**config.mk**
```make
export PLATFORM = sky130hd
export DESIGN_NAME = ifu_fetch_flat
export DESIGN_NICKNAME = d
export VERILOG_FILES = /design/src/rtl/ifu_fetch_if.sv /design/src/rtl/ifu_fetch.sv /design/src/flat_wrapper.sv
export SDC_FILE = /design/constraint.sdc
export NUM_CORES = 1
export LEC_CHECK = 0
export CAP_MARGIN = 25
export CORE_UTILIZATION = 40
export CTS_BUF_LIST = sky130_fd_sc_hd__clkbuf_8 sky130_fd_sc_hd__clkbuf_16
export DETAILED_ROUTE_END_ITERATION = 8
export HOLD_SLACK_MARGIN = 0.06
export PLACE_DENSITY = 0.76
export SETUP_SLACK_MARGIN = 0.05
export SLEW_MARGIN = 20
export SYNTH_ARGS = -nofsm -noshare
export SYNTH_HDL_FRONTEND = slang
export SYNTH_SLANG_ARGS = --single-unit
export TNS_END_PERCENT = 20
```
**constraint.sdc**
```tcl
create_clock -name clk -period 1.7 [get_ports clk]
set_input_delay 0.425 -clock clk [delete_from_list [all_inputs] [get_ports clk]]
set_output_delay 0.425 -clock clk [all_outputs]
set_load 0.005 [all_outputs]
```
**src/rtl/ifu_fetch_if.sv**
```systemverilog
// Handshake bundle between the fetch unit, instruction memory, decoder and execute redirect.
// The master side is the fetch unit; the slave side is everything around it.
interface ifu_fetch_if #(
  parameter int XLEN = 32
);
  logic            mem_req_valid;
  logic            mem_req_ready;
  logic [XLEN-1:0] mem_req_addr;
  logic            mem_resp_valid;
  logic [XLEN-1:0] mem_resp_data;
  logic            inst_valid;
  logic            inst_ready;
  logic [XLEN-1:0] inst;
  logic [XLEN-1:0] inst_pc;
  logic            redirect_valid;
  logic [XLEN-1:0] redirect_pc;
  logic            fetch_misalign;

  modport master (
    output mem_req_valid, mem_req_addr,
    input  mem_req_ready,
    input  mem_resp_valid, mem_resp_data,
    output inst_valid, inst, inst_pc, fetch_misalign,
    input  inst_ready,
    input  redirect_valid, redirect_pc
  );

  modport slave (
    input  mem_req_valid, mem_req_addr,
    output mem_req_ready,
    output mem_resp_valid, mem_resp_data,
    input  inst_valid, inst, inst_pc, fetch_misalign,
    output inst_ready,
    output redirect_valid, redirect_pc
  );
endinterface

```
**src/rtl/ifu_fetch.sv**
```systemverilog
// Single-outstanding instruction fetch unit: REQ -> WAIT -> HOLD with redirect handling.
// Optional IFU_MISALIGN_CHK_EN turns misaligned PCs into fault entries instead of fetches.
module ifu_fetch #(
  parameter int              XLEN     = 32,
  parameter logic [XLEN-1:0] RESET_PC = 32'h8000_0000
) (
  input  logic        clk,
  input  logic        rst_n,
  ifu_fetch_if.master bus
);

  typedef enum logic [1:0] {
    S_REQ,
    S_WAIT,
    S_HOLD
  } state_t;

  localparam logic [XLEN-1:0] NOP = XLEN'(32'h0000_0013);

  state_t          state, state_n;
  logic [XLEN-1:0] pc, pc_n;
  logic            drop, drop_n;
  logic [XLEN-1:0] inst_q, inst_n;
  logic [XLEN-1:0] inst_pc_q, inst_pc_n;

`ifdef IFU_MISALIGN_CHK_EN
  logic misalign_q, misalign_n;
  logic pc_misaligned;
  assign pc_misaligned = (pc[1:0] != 2'b00);
`endif

  always_ff @(posedge clk or negedge rst_n) begin
    if (!rst_n) begin
      state     <= S_REQ;
      pc        <= RESET_PC;
      drop      <= 1'b0;
      inst_q    <= NOP;
      inst_pc_q <= '0;
`ifdef IFU_MISALIGN_CHK_EN
      misalign_q <= 1'b0;
`endif
    end else begin
      state     <= state_n;
      pc        <= pc_n;
      drop      <= drop_n;
      inst_q    <= inst_n;
      inst_pc_q <= inst_pc_n;
`ifdef IFU_MISALIGN_CHK_EN
      misalign_q <= misalign_n;
`endif
    end
  end

  // Redirect is tested first in every state so it outranks handshakes and responses.
  always_comb begin
    state_n   = state;
    pc_n      = pc;
    drop_n    = drop;
    inst_n    = inst_q;
    inst_pc_n = inst_pc_q;
`ifdef IFU_MISALIGN_CHK_EN
    misalign_n = misalign_q;
`endif
    case (state)
      S_REQ: begin
        if (bus.redirect_valid) begin
          pc_n = bus.redirect_pc;
`ifdef IFU_MISALIGN_CHK_EN
        end else if (pc_misaligned) begin
          state_n    = S_HOLD;
          inst_n     = '0;
          inst_pc_n  = pc;
          misalign_n = 1'b1;
`endif
        end else if (bus.mem_req_ready) begin
          state_n = S_WAIT;
        end
      end
      S_WAIT: begin
        // A response landing in the redirect cycle completes the old request, so no drop is owed.
        if (bus.redirect_valid) begin
          pc_n = bus.redirect_pc;
          if (bus.mem_resp_valid) begin
            state_n = S_REQ;
            drop_n  = 1'b0;
          end else begin
            drop_n = 1'b1;
          end
        end else if (bus.mem_resp_valid) begin
          if (drop) begin
            drop_n  = 1'b0;
            state_n = S_REQ;
          end else begin
            state_n   = S_HOLD;
            inst_n    = bus.mem_resp_data;
            inst_pc_n = pc;
`ifdef IFU_MISALIGN_CHK_EN
            misalign_n = 1'b0;
`endif
          end
        end
      end
      S_HOLD: begin
        if (bus.redirect_valid) begin
          pc_n    = bus.redirect_pc;
          state_n = S_REQ;
`ifdef IFU_MISALIGN_CHK_EN
          misalign_n = 1'b0;
`endif
        end else if (bus.inst_ready) begin
          pc_n    = pc + XLEN'(4);
          state_n = S_REQ;
`ifdef IFU_MISALIGN_CHK_EN
          misalign_n = 1'b0;
`endif
        end
      end
      default: begin
        state_n = S_REQ;
      end
    endcase
  end

  // mem_req_valid is gated by rst_n so it drops immediately when reset asserts.
  always_comb begin
    bus.mem_req_valid = rst_n && (state == S_REQ);
`ifdef IFU_MISALIGN_CHK_EN
    if (pc_misaligned) begin
      bus.mem_req_valid = 1'b0;
    end
    bus.fetch_misalign = misalign_q;
`else
    bus.fetch_misalign = 1'b0;
`endif
    bus.mem_req_addr = pc;
    bus.inst_valid   = (state == S_HOLD);
    bus.inst         = inst_q;
    bus.inst_pc      = inst_pc_q;
  end

endmodule

```
**src/flat_wrapper.sv**
```systemverilog
// flat-port wrapper written by rule: the top's interface ports become plain ports
module ifu_fetch_flat 
#(
  parameter int              XLEN     = 32,
  parameter logic [XLEN-1:0] RESET_PC = 32'h8000_0000
)
  (clk, rst_n, bus_mem_req_valid, bus_mem_req_addr, bus_mem_req_ready, bus_mem_resp_valid, bus_mem_resp_data, bus_inst_valid, bus_inst, bus_inst_pc, bus_fetch_misalign, bus_inst_ready, bus_redirect_valid, bus_redirect_pc);
  ifu_fetch_if #(.XLEN(XLEN)) bus_i ();
  input  logic clk;
  input  logic rst_n;
  output wire logic [$bits(bus_i.mem_req_valid)-1:0] bus_mem_req_valid;
  output wire logic [$bits(bus_i.mem_req_addr)-1:0] bus_mem_req_addr;
  input wire logic [$bits(bus_i.mem_req_ready)-1:0] bus_mem_req_ready;
  input wire logic [$bits(bus_i.mem_resp_valid)-1:0] bus_mem_resp_valid;
  input wire logic [$bits(bus_i.mem_resp_data)-1:0] bus_mem_resp_data;
  output wire logic [$bits(bus_i.inst_valid)-1:0] bus_inst_valid;
  output wire logic [$bits(bus_i.inst)-1:0] bus_inst;
  output wire logic [$bits(bus_i.inst_pc)-1:0] bus_inst_pc;
  output wire logic [$bits(bus_i.fetch_misalign)-1:0] bus_fetch_misalign;
  input wire logic [$bits(bus_i.inst_ready)-1:0] bus_inst_ready;
  input wire logic [$bits(bus_i.redirect_valid)-1:0] bus_redirect_valid;
  input wire logic [$bits(bus_i.redirect_pc)-1:0] bus_redirect_pc;
  assign bus_mem_req_valid = bus_i.mem_req_valid;
  assign bus_mem_req_addr = bus_i.mem_req_addr;
  assign bus_i.mem_req_ready = bus_mem_req_ready;
  assign bus_i.mem_resp_valid = bus_mem_resp_valid;
  assign bus_i.mem_resp_data = bus_mem_resp_data;
  assign bus_inst_valid = bus_i.inst_valid;
  assign bus_inst = bus_i.inst;
  assign bus_inst_pc = bus_i.inst_pc;
  assign bus_fetch_misalign = bus_i.fetch_misalign;
  assign bus_i.inst_ready = bus_inst_ready;
  assign bus_i.redirect_valid = bus_redirect_valid;
  assign bus_i.redirect_pc = bus_redirect_pc;
  ifu_fetch #(.XLEN(XLEN), .RESET_PC(RESET_PC)) u_core (.clk(clk), .rst_n(rst_n), .bus(bus_i));
endmodule
```
Word-level counts from Yosys, hierarchy flattened:

Cells that the tools add are included.

* bits in registers: 99
* logic and storage cells: 40
* output and inout bits: 99
* input port bits: 70

* bitwise gates (word level): 2
* muxes and demuxes: 16
* $add $sub $neg: 1
* equal/unequal tests: 7
* reduce and logical (&&, ||, !) cells: 9

Operator list (number)
* two-way mux 32 bit: 3
* one-hot mux 32 bit (2 select lines): 1
* adder 32 x 3 -> 32 bit (second input constant): 1
* two-way mux 2 bit: 8
* AND reduction 4 bit: 2
* != test 2 bit (second input constant): 3
* one-hot mux 2 bit (3 select lines): 1
* nonzero test 2 bit: 2
* two-way mux 1 bit: 3
* != test 3 x 1 -> 1 bit (second input constant): 1
* AND reduction 3 bit: 1
* equality test 2 x 1 -> 1 bit (second input constant): 1
* equality test 2 bit (second input constant): 1
* zero test 2 bit: 1
* != test 2 x 1 -> 1 bit (second input constant): 1
* inverter 1 bit: 2
* AND reduction 2 bit: 1
* OR reduction 2 bit: 1
* logical AND 1 bit: 1

Longest topological paths before layout:

* depth after elaboration: 4
* gate-level depth with buffers: 8
* depth with buffers taken out: 6

Least setup slack after synthesis:

OpenSTA, ideal clock, no wires.

* kind: register -> register
* start point: register u_core.pc[2] (netlist: u_core.bus.mem_req_addr[2])
* end point: register u_core.pc[22] (netlist: u_core.bus.mem_req_addr[22])
* buffers on the path: 0
* cell stages (with the launch flop): 7
* path slack: -121 ps
* library setup time: 121 ps
* data arrival time: 1700 ps
* required time: 1579 ps
* path through: dfrtp_1 -> ha_1 -> nand3_1 -> or2_2 -> nor3_1 -> a41oi_1 -> o22a_1

* word-level cells in the longest chain between the ends: 4

RTL lines
* start: declaration: line ifu_fetch.sv:21 `logic [XLEN-1:0] pc, pc_n;`
* start signal: assignment: line ifu_fetch.sv:44 `pc <= pc_n;`
* adder 32 x 3 -> 32 bit: line ifu_fetch.sv:111 `pc_n = pc + XLEN'(4);`
* two-way mux 32 bit: line ifu_fetch.sv:110 `end else if (bus.inst_ready) begin`
* two-way mux 32 bit: line ifu_fetch.sv:104 `if (bus.redirect_valid) begin`
* one-hot mux 32 bit (2 select lines): line ifu_fetch.sv:64 `case (state)`

No other way between the ends. The select of a mux whose other input is x is not followed.
A chain may end at the register's enable or synchronous reset.

Worst setup path in the final report:

* start point: register u_core.pc[6] (netlist: u_core.bus.mem_req_addr[6])
* end point: register u_core.pc[22] (netlist: u_core.bus.mem_req_addr[22])

Same word-level chain as after synthesis.

==> out/metrics.csv <==
metric;value;unit
crit path kind;register to register;
Setup WS pre-CTS;-417.0;ps
core area;11030;sq um
drt pass-1 iters;5;
CTS tree;yes;
Chip Height;109.3;um
Cells after DPL;751;
area grow syn2layout;73.27;%
total vias in the final route;4489;
Worst R2R Setup Slack;-80;ps
internal power;6.719;mW
unrepaired setup endpoints after global routing;yes;
Critical Path AT;2010;ps
total CTS buffers;9;
Critical Path Start Type;register;
final HPWL from detailed placement;9777;um
grt met1 use;29.47;%
Routed Antenna Nets;0;
layout cells sized above 1;38.46;%
post-synth top area share;51.66;%
H-tree depth;3;
gpl congestion;0.8682;
clock share of power;22.3;%
Max FO, Critical Path;4;
Comb pwr share;37.7;%
maxcap violations;0;
pin count of the biggest net entering global routing;63;
clk slew on worst S/H paths;70;ps
VDD IR max;0.7404;mV
Cell Area, Placed;6903;sq um
worst-margin pin slew;766.8;ps
Final period util;104.7;%
sequential share of power;40.0;%
fillers;755;
Final min period;1781;ps
cells after synthesis;404;
post-synth cell types;50;
violated checks;negative setup slack;
initial antenna violation count;0;
vias per cell;5.590;
Final Max Slew Viols;0;
CTS sink count;99;
Final Hold Vio Count;0;
fin area;7974;sq um
initial DRC count;269;
Synth Register Bits;99;
synth warn;0;
Commonest cells post-synth;95 x dfrtp_1, 64 x mux2_2, 28 x a21oi_1;
Critical Path Sink Type;register;
utilization after layout;72.29;%
number of global-route vias before repair;4380;
ys async rst share;100.0;%
WL per Instance;19.01;um
Setup Skew;5.390;ps
fin worst setup slack;-80.60;ps
Mapped Avg Cell Area;11.39;sq um
# DRC;0;
DIE AREA;11940;sq um
Leak;3.868;nW
f_max;0.5616;GHz
EDFF count, synth;0;
GRT Residual Overflow;0;
first-pass GRT wire length;21580;um
final non-filler cell total;803;
Root Buffer;clkbuf_16;
M3 GR Usage;6.037;%
CP required;1930;ps
n_diodes;0;
top-count cell post-synth;dfrtp_1;
Post-Route WL;15270;um
post-synth top area cell;dfrtp_1;
sequential-to-total area share from yosys stat;53.94;%
Rows;38;
Syn Nets;475;
Most Used Layer, Global Route;met2;
clock buffer depth;2;
Die Wd;109.3;um
Hold Crit Class;input pin to async pin;
most common flop cell mapped by yosys;dfrtp_1;
Initial Util;41.72;%
Slew headroom;48.88;%
Power Density;1170;nW/um^2
Port Buf Inserts;167;
Overall Global Routing Usage;23.86;%
final setup vio count;10;
Area contributors post-synth;dfrtp_1 52%, mux2_2 16%, a21oi_1 3.0%, dfstp_2 2.3%, nand2_1 2.0%;
GR Layer Usage met2;39.08;%
final net count;729;
clk_lat worst skew;350;ps
Post-Syn Area;4602;sq um
status;finished with violations;
number of hold buffers added after cts;0;
Net Switching;2.608;mW
# IOs;169;
Sw Share;27.96;%
## registers in the layout (all words and copies together), names as in the netlist
register,flops
u_core.drop,1
u_core.bus.inst,32
u_core.state,2
u_core.bus.mem_req_addr,32
u_core.bus.inst_pc,32
## worst max-delay path, cell delays in order (launching register included)
cell and delay [ps]:
dfrtp_1 430, nand4_1 240, or2_4 340, nor3_4 250, a41oi_1 180, o22a_1 230
## power groups by stage
stage | Sequential (mW) | Combinational (mW) | Clock [mW]
after global routing | 3.85 | 3.78 | 2.23
after floorplan | 3.87 | 1.03 | 0
after detailed placement | 3.80 | 3.57 | 0
final | 3.74 | 3.51 | 2.08
after global placement | 3.75 | 3.49 | 0
after CTS | 3.74 | 3.52 | 2.12
## layout by cell type, fill, tap and decap left out, drive strengths merged, types with 3 or more instances in the layout
cell type / netlist / layout
clkbuf: 11 / 13
and3: 9 / 9
clkdlybuf4s50: 0 / 71
nand4: 15 / 15
buf: 15 / 102
a211oi: 6 / 6
nor2: 25 / 25
mux2: 64 / 64
a21oi: 28 / 28
dfrtp: 95 / 95
nor4: 4 / 4
nand3: 18 / 18
nand2b: 3 / 3
clkinv: 0 / 3
nand2: 25 / 25
dlymetal6s2s: 0 / 48
o22a: 3 / 3
nor2b: 3 / 3
a31oi: 4 / 4
and4: 3 / 3
o22ai: 5 / 5
nor3: 10 / 10
dfstp: 4 / 4
dlygate4sd2: 0 / 43
and2: 4 / 4
or3: 4 / 4
a32oi: 3 / 3
nor3b: 4 / 4
o21ai: 17 / 17
## worst paths after layout
check / start / endpoint / cells past startpoint
worst max-delay path: u_core.bus.mem_req_addr[6] / u_core.bus.mem_req_addr[22] / 5
worst min-delay path: rst_n / u_core.bus.inst[15] / 3
worst max register to register: u_core.bus.mem_req_addr[6] / u_core.bus.mem_req_addr[22] / 5
worst min register to register: u_core.bus.inst_pc[30] / u_core.bus.inst_pc[30] / 1
max in group asynchronous: rst_n / u_core.bus.mem_req_addr[9] / 3
min in group clk: u_core.bus.inst_pc[30] / u_core.bus.inst_pc[30] / 1
## layout make-up
| class | instances | area, sq um | area share, % |
|---|---|---|---|
| sequential | 99 | 2492 | 31.26 |
| clock buffer | 10 | 239.0 | 2.997 |
| multi-input combinational | 279 | 2288 | 28.70 |
| timing repair buffer | 269 | 2714 | 34.03 |
| tap | 140 | 175.2 | 2.197 |
| clock inverter | 6 | 65.06 | 0.8159 |
## metrics by stage
step | power [mW] | setup TNS [ps] | hold slack, ps
3_3_place_gp | 7.243 | -22430 | 485.3
5_1_grt | 9.852 | -1246 | 257.5
6_report | 9.327 | -405.5 | 210.4
2_1_floorplan | 4.902 | -3.139 | 129.4
3_5_place_dp | 7.370 | -26080 | 492.5
4_1_cts | 9.386 | -237.6 | 228.2
## per-layer routing
metal	wire length [um]	up-vias
met1	5877	2244
met4	497	0
met2	7819	205
met5	0	-
li1	-	2003
met3	1070	37
## timing repair
item | 4_1_cts | 5_1_grt
setup buffers | 15 | 17
gates resized for setup | 85 | 122
setup endpoints to repair | 73 | 141
pin swaps | 10 | 28
gates cloned | 0 | 4
## logic make-up after synthesis
family | after synthesis | synth area share [%]
AND/OR/NAND/NOR | 130 | 15.52
adder cells (fa/ha/maj) | 1 | 0.2718
flip-flops | 99 | 53.94
other | 1 | 0.08149
buffers and inverters | 26 | 3.018
AO/OA/AOI/OAI | 81 | 11.07
multiplexers | 66 | 16.10
Power figures use the tool's default switching activity.
